## config.mk

```make
export PLATFORM = sky130hd
export DESIGN_NAME = bcd_to_bin_flat
export DESIGN_NICKNAME = d
export VERILOG_FILES = /design/src/rtl/bcd_to_bin_if.sv /design/src/rtl/bcd_to_bin.sv /design/src/flat_wrapper.sv
export SDC_FILE = /design/constraint.sdc
export NUM_CORES = 1
export LEC_CHECK = 0
export ABC_AREA = 1
export CELL_PAD_IN_SITES_DETAIL_PLACEMENT = 0
export CELL_PAD_IN_SITES_GLOBAL_PLACEMENT = 1
export CORE_AREA = 2 2 81 83
export CTS_BUF_LIST = sky130_fd_sc_hd__clkbuf_16
export DETAILED_ROUTE_END_ITERATION = 16
export DIE_AREA = 0 0 83 85
export HOLD_SLACK_MARGIN = 0.08
export PLACE_DENSITY = 0.84
export SYNTH_ARGS = -nofsm -noshare
export SYNTH_HDL_FRONTEND = slang
export SYNTH_SLANG_ARGS = --single-unit
```

## constraint.sdc

```tcl
create_clock -name i_clk -period 2 [get_ports i_clk]
set_input_delay 0.2 -clock i_clk [delete_from_list [all_inputs] [get_ports i_clk]]
set_output_delay 0.2 -clock i_clk [all_outputs]
set_load 0.03 [all_outputs]
```

## src/rtl/bcd_to_bin_if.sv

```systemverilog
// Handshake bundle for the BCD-to-binary converter: request word in, binary result out.
// Master drives the request and consumes the result; slave is the converter.
interface bcd_to_bin_if #(
    parameter int DIGITS = 4,
    parameter int OUT_W  = 14
);
    logic                  in_valid;
    logic                  in_ready;
    logic [4*DIGITS-1:0]   din;
    logic                  out_valid;
    logic                  out_ready;
    logic [OUT_W-1:0]      dout;
    logic                  err;

    modport master (
        output in_valid, din, out_ready,
        input  in_ready, out_valid, dout, err
    );

    modport slave (
        input  in_valid, din, out_ready,
        output in_ready, out_valid, dout, err
    );
endinterface

```

## src/rtl/bcd_to_bin.sv

```systemverilog
// Packed-BCD to unsigned binary converter, reverse double-dabble, one iteration per cycle.
// Latency: accept edge + OUT_W shift edges (illegal nibble: result after the accept edge).
// Backpressure: result held in DONE until out_ready; in_ready only high in IDLE.
module bcd_to_bin #(
    parameter int DIGITS = 4,
    parameter int OUT_W  = 14
) (
    input  logic          i_clk,
    input  logic          i_rst_n,
    bcd_to_bin_if.slave   bus
);
    localparam int              CNT_W = $clog2(OUT_W + 1);
    localparam logic [CNT_W-1:0] LAST = CNT_W'(OUT_W - 1);

    localparam logic [1:0] S_IDLE  = 2'd0;
    localparam logic [1:0] S_SHIFT = 2'd1;
    localparam logic [1:0] S_DONE  = 2'd2;

    logic [1:0]          r_state;
    logic [4*DIGITS-1:0] r_bcd;
    logic [OUT_W-1:0]    r_bin;
    logic [CNT_W-1:0]    r_cnt;
    logic [OUT_W-1:0]    r_dout;
    logic                r_err;

    logic                w_illegal;
    logic [4*DIGITS-1:0] w_bcd_sh;
    logic [4*DIGITS-1:0] w_bcd_adj;
    logic [OUT_W-1:0]    w_bin_sh;

    always_comb begin
        w_illegal = 1'b0;
        for (int d = 0; d < DIGITS; d++) begin
            if (bus.din[4*d +: 4] > 4'd9) begin
                w_illegal = 1'b1;
            end
        end
    end

    // Per-digit correction is confined to each nibble; no borrow crosses digits.
    always_comb begin
        {w_bcd_sh, w_bin_sh} = {r_bcd, r_bin} >> 1;
        w_bcd_adj = w_bcd_sh;
        for (int d = 0; d < DIGITS; d++) begin
            if (w_bcd_sh[4*d +: 4] >= 4'd8) begin
                w_bcd_adj[4*d +: 4] = w_bcd_sh[4*d +: 4] - 4'd3;
            end
        end
    end

    always_ff @(posedge i_clk or negedge i_rst_n) begin
        if (!i_rst_n) begin
            r_state <= S_IDLE;
            r_bcd   <= '0;
            r_bin   <= '0;
            r_cnt   <= '0;
            r_dout  <= '0;
            r_err   <= 1'b0;
        end else begin
            case (r_state)
                S_IDLE: begin
                    if (bus.in_valid) begin
                        if (w_illegal) begin
                            r_dout  <= '0;
                            r_err   <= 1'b1;
                            r_state <= S_DONE;
                        end else begin
                            r_bcd   <= bus.din;
                            r_bin   <= '0;
                            r_cnt   <= '0;
                            r_state <= S_SHIFT;
                        end
                    end
                end
                S_SHIFT: begin
                    r_bcd <= w_bcd_adj;
                    r_bin <= w_bin_sh;
                    r_cnt <= r_cnt + 1'b1;
                    if (r_cnt == LAST) begin
                        r_dout  <= w_bin_sh;
                        r_err   <= 1'b0;
                        r_state <= S_DONE;
                    end
                end
                S_DONE: begin
                    if (bus.out_ready) begin
                        r_state <= S_IDLE;
                    end
                end
                default: r_state <= S_IDLE;
            endcase
        end
    end

    assign bus.in_ready  = (r_state == S_IDLE);
    assign bus.out_valid = (r_state == S_DONE);
    assign bus.dout      = r_dout;
    assign bus.err       = r_err;
endmodule

```

## src/flat_wrapper.sv

```systemverilog
// flat-port wrapper written by rule: the top's interface ports become plain ports
module bcd_to_bin_flat 
#(
    parameter int DIGITS = 4,
    parameter int OUT_W  = 14
)
  (i_clk, i_rst_n, bus_in_valid, bus_din, bus_out_ready, bus_in_ready, bus_out_valid, bus_dout, bus_err);
  bcd_to_bin_if #(.DIGITS(DIGITS), .OUT_W(OUT_W)) bus_i ();
  input  logic i_clk;
  input  logic i_rst_n;
  input wire logic [$bits(bus_i.in_valid)-1:0] bus_in_valid;
  input wire logic [$bits(bus_i.din)-1:0] bus_din;
  input wire logic [$bits(bus_i.out_ready)-1:0] bus_out_ready;
  output wire logic [$bits(bus_i.in_ready)-1:0] bus_in_ready;
  output wire logic [$bits(bus_i.out_valid)-1:0] bus_out_valid;
  output wire logic [$bits(bus_i.dout)-1:0] bus_dout;
  output wire logic [$bits(bus_i.err)-1:0] bus_err;
  assign bus_i.in_valid = bus_in_valid;
  assign bus_i.din = bus_din;
  assign bus_i.out_ready = bus_out_ready;
  assign bus_in_ready = bus_i.in_ready;
  assign bus_out_valid = bus_i.out_valid;
  assign bus_dout = bus_i.dout;
  assign bus_err = bus_i.err;
  bcd_to_bin #(.DIGITS(DIGITS), .OUT_W(OUT_W)) u_core (.i_clk(i_clk), .i_rst_n(i_rst_n), .bus(bus_i));
endmodule
```

* Word-level counts from Yosys, hierarchy flattened
Index checks and enable logic that the tools add are counted.
** Word-level totals
- Memories kept :: 0
- Bits in read-only memories :: 0
- Bits in writable memories :: 0
- Output and inout port bits :: 17
- Latch bits :: 0
- Register bits after elaboration :: 51
- Input port bits :: 20
- Word-level logic and storage cells :: 62
** Cells by class
- $lt $le $gt $ge :: 8
- Add/subtract/negate cells :: 5
- $mul :: 0
- Shift operators :: 0
- Divide/modulo/power cells :: 0
- Equality and inequality tests :: 8
- Reductions and logical operators :: 5
- Multiplexer cells :: 30
- Bitwise logic cells :: 0
** Operators with widths (count)
- 14-bit 2-to-1 mux :: 5
- 14-bit case mux with 2 select lines :: 2
- 16-bit 2-to-1 mux :: 2
- 16-bit case mux with 2 select lines :: 1
- 4-bit 2-to-1 mux :: 6
- 4-bit greater-than comparator (second input constant) :: 4
- 4-bit >= comparator (second input constant) :: 3
- 4-bit by 2-bit subtractor with 4-bit output (second input constant) :: 3
- 2-bit 2-to-1 mux :: 4
- 4-bit case mux with 2 select lines :: 1
- 1-bit 2-to-1 mux :: 7
- 2-bit != test (second input constant) :: 3
- 2-bit case mux with 3 select lines :: 1
- 3-bit AND reduction :: 2
- 4-bit by 1-bit adder with 4-bit output (second input constant) :: 1
- 4-bit == test (second input constant) :: 1
- 3-bit by 4-bit >= comparator with 1-bit output (second input constant) :: 1
- 2-bit by 1-bit != test with 1-bit output (second input constant) :: 2
- 4-bit AND reduction :: 1
- 3-bit by 2-bit subtractor with 4-bit output (second input constant) :: 1
- 2-bit by 1-bit == test with 1-bit output (second input constant) :: 1
- 2-bit == test (second input constant) :: 1
- 2-bit logical NOT :: 1
- 1-bit case mux with 2 select lines :: 1
- 2-bit nonzero test :: 1

* Logic depth before layout (Yosys ltp)
- Word-level depth :: 8
- Gate-level depth with buffers :: 9

* Least setup slack after synthesis
Ideal clock, no wire load.
- Path kind :: register -> register
- From :: register u_core.r_state[1]
- To :: register u_core.r_err, in the netlist u_core.bus.err
- Data required time :: 1.935 ns
- Arrival :: 1.384 ns
- Setup time :: 0.065 ns
- Clock period less this slack :: 1.449 ns
- Buffers on the path :: 1
- Path slack :: 0.551 ns
- Stages on the path, launching flop included :: 7
- Cells stage by stage :: dfrtp_1 nor2_2 nand3_1 nand3_4 buf_4 nand2_1 nand2_1
** On the way
- Cells in the longest elaborated chain, start to end :: 3
- Elaborated cells on any way between the ends :: 8
- Classes of those cells :: 4 x eq/ne; 1 x mux; 3 x reduce/logical
** Ends and longest elaborated chain
- from (decl) :: line bcd_to_bin.sv:19 : logic [1:0] r_state;
- from (signal assigned) :: line bcd_to_bin.sv:53 : r_state <= S_IDLE;
- from (signal assigned) :: line bcd_to_bin.sv:66 : r_state <= S_DONE;
- from (signal assigned) :: line bcd_to_bin.sv:71 : r_state <= S_SHIFT;
- 2-bit logical NOT (*)
- net bus_in_ready :: line flat_wrapper.sv:14 : output wire logic [$bits(bus_i.in_ready)-1:0] bus_in_ready;
- 2-bit by 1-bit != test with 1-bit output (no line) (tied with other cells)
- 4-bit AND reduction (no line)
- to (signal assigned) :: line bcd_to_bin.sv:58 : r_err <= 1'b0;
- to (signal assigned) :: line bcd_to_bin.sv:65 : r_err <= 1'b1;
- to (signal assigned) :: line bcd_to_bin.sv:81 : r_err <= 1'b0;
- to (decl) :: line bcd_to_bin.sv:24 : logic r_err;
The timed path passes the listed nets; every way through them passes the cells marked *.
A chain may end at the register's enable or synchronous reset.

* Worst setup path in the final report
- From :: register u_core.r_state[1]
- To :: output bus_in_ready
** On the way
- Cells in the longest elaborated chain, start to end :: 1
** Ends and longest elaborated chain
- 2-bit logical NOT :: line bcd_to_bin.sv:95 : assign bus.in_ready = (r_state == S_IDLE);
- to (decl) :: line flat_wrapper.sv:14
Every way passes these cells.

==> flow_summary.json <==
{
  "period_minus_slack_ns": 1.902,
  "vias_per_instance": 4.788,
  "core_utilization_of_the_finished_layout_pct": 51.64,
  "area_growth_pct": 24.26,
  "fin_skew_ns": 0.004004,
  "critical_path_required_ns": 1.80,
  "cts_resized": 0,
  "antenna_violating_nets_post_route": 0,
  "die_height_um": 85,
  "final_net_count": 399,
  "max_cap_violations": 0,
  "clk_pin_slew_ns": 0.07,
  "cts.repair_timing.setup_buffer_count": 0,
  "floorplan.core_area_um2": 6205,
  "run_status": "finished clean",
  "die_w_um": 83,
  "slowest_stage": "clkdlybuf4s50_1",
  "power_leakage_nw": 1.678,
  "drtPass1Iterations": 4,
  "timing.max_slew.rel_slack_pct": 69.91,
  "effective_utilization_at_floorplan_pct": 41.56,
  "vias_in_the_first_global_route": 2108,
  "cts_sinks": 50,
  "cp_cell_sequence": "nor2_2 > clkdlybuf4s50_1",
  "detailed_route_iter0_violations": 90,
  "buffers_on_ports": 36,
  "ctsLongestPathBuffers": 2,
  "grt_antenna_before_repair": 0,
  "synth.distinct_cells": 26,
  "worst_hold_path_type": "input pin to asynchronous set/reset pin",
  "fmax_ghz": 0.5256,
  "postSynthCellCount": 330,
  "ys_seq_elements": 50,
  "p_per_area_nw_per_um2": 1317,
  "place_hpwl_um": 3895,
  "detailroute.wirelength.met3_um": 138,
  "final.hold.worst_slack_ns": 0.3878,
  "rsz_0062_raised_after_global_routing": "false",
  "synth-seq-area-share_pct": 48.52,
  "report.final.hold_viol_count": 0,
  "max-vdd-ir-drop_v": 0.0004317,
  "die_footprint_um2": 7055,
  "grt_max_degree": 26,
  "placementRows": 29,
  "root_buffer": "clkbuf_16",
  "route.detailed.wl_per_inst_um": 12.24,
  "detail_route.drc_violations": 0,
  "globalRouteTotalUtil_pct": 17.09,
  "antenna_cells": 0,
  "crit_path_max_cell_delay_ns": 0.72,
  "worst_path_dominant_cell_family": "buffers and inverters",
  "worst_slew_pin_slew_ns": 0.4513,
  "worst-setup-path-type": "flip-flop to primary output",
  "mostFrequentLayoutCells": "nand2_1, dfrtp_1, nand3_1",
  "wl_met1_um": 2733,
  "crit_path_end_kind": "primary output",
  "final_cell_count_no_fill": 448,
  "synth_nets": 358,
  "wl_met2_um": 2521,
  "clk_latency_ns": 0.28,
  "r2r_cells": 7,
  "totalWireLength_um": 5483,
  "num_cts_buffers": 5,
  "layout_commonest_cell": "nand2_1",
  "cp_num_cells": 2,
  "period_share_pct": 95.12,
  "start_kind": "flip-flop",
  "io_pins": 37,
  "route.vias.total": 2145,
  "tritoncts": "done",
  "timing.critical_path.fanout_max": 4,
  "top_signal_layer_used": "met4",
  "grt_overflow_total": 0,
  "critical_path.n_buffers_inverters": 1,
  "cts.hold.buffers_added": 1,
  "postSynthAreaPerCell_um2": 7.814,
  "grt_pass1_wl_um": 9784,
  "placed_cells": 440,
  "yosys_warnings": 0,
  "finalWeightedCongestion": 0.8347,
  "syn_area_um2": 2579,
  "critPathArrivalTime_ns": 1.70,
  "final-setup-viol-count": 0,
  "cts_htree_levels": 2,
  "fin_setup_tns_ns": 0,
  "layout-drive-gt1-share_pct": 8.356,
  "number_of_pins_exceeding_their_max_slew_limit_in_the_final_report": 0
}
worst register-to-register path: cells and delay by family (launching register included):
kind,cells,cell delay (ns)
compound gates,2,0.33
flops,1,0.42
simple gates,3,0.30
buf+inv,2,0.34
synth_stat cells, drive strengths merged:
| master | n | area [um^2] |
|---|---|---|
| nand4 | 2 | 12.51 |
| dfrtp | 50 | 1251 |
| o21ai | 20 | 115.1 |
| buf | 13 | 100.1 |
| inv | 20 | 77.57 |
| a31o | 1 | 8.760 |
| a21oi | 3 | 26.28 |
| nand3 | 39 | 207.7 |
| ha | 8 | 100.1 |
| nor3 | 1 | 5.000 |
| nor2 | 19 | 83.83 |
| or2 | 3 | 18.77 |
| nand2 | 151 | 571.8 |
report_power, final:
group,switching (mW),internal [mW]
logic,0.922,0.588
clock network,0.363,0.585
registers,0.372,1.39
state kept, by name (all words and copies together) (netlist names):
register,count
u_core.r_bin,13
u_core.bus.err,1
u_core.bus.dout,14
u_core.r_bcd,16
u_core.r_state,2
u_core.r_cnt,4
through the flow:
step / cell area, um^2 / total power [mW] / setup WS (ns)
after floorplan: 2579 / 2.792 / 0.5509
after detailed placement: 3030 / 3.296 / 0.2712
after global routing: 3204 / 4.581 / 0.04314
after CTS: 3204 / 4.269 / 0.08098
after global placement: 3030 / 3.260 / 0.2993
final: 3204 / 4.221 / 0.09752
per-layer routing:
metal  track usage, %  vias up
li1                 -     1118
met1            22.48      984
met2            29.03       35
met3            2.918        8
met4            5.365        0
met5                0        -
final timing paths:
check                                        start            endpoint  slack [ns]
worst max-delay path             u_core.r_state[1]        bus_in_ready         0.1
worst min-delay path                       i_rst_n    u_core.r_bcd[14]        0.39
worst max register to register   u_core.r_state[0]     u_core.r_bcd[1]        0.56
worst min register to register  u_core.bus.dout[6]  u_core.bus.dout[6]        0.47
max in group asynchronous                  i_rst_n  u_core.bus.dout[8]        1.09
min in group i_clk              u_core.bus.dout[6]  u_core.bus.dout[6]        0.47
cells by family after synthesis:
group           after synthesis  synth area share, %
simple gates                215                34.89
compound gates               24                5.823
buf+inv                      33                6.889
fa+ha+maj                     8                3.882
flops                        50                48.52
layout make-up:
type | count | area (um^2)
Fill cell | 601 | 3000
Sequential cell | 50 | 1251
Multi-Input combinational cell | 247 | 1150
Clock buffer | 5 | 125.1
Clock inverter | 2 | 38.79
Timing Repair Buffer | 47 | 465.4
Inverter | 20 | 77.57
Tap cell | 77 | 96.34
Power figures use the tool's default switching activity.
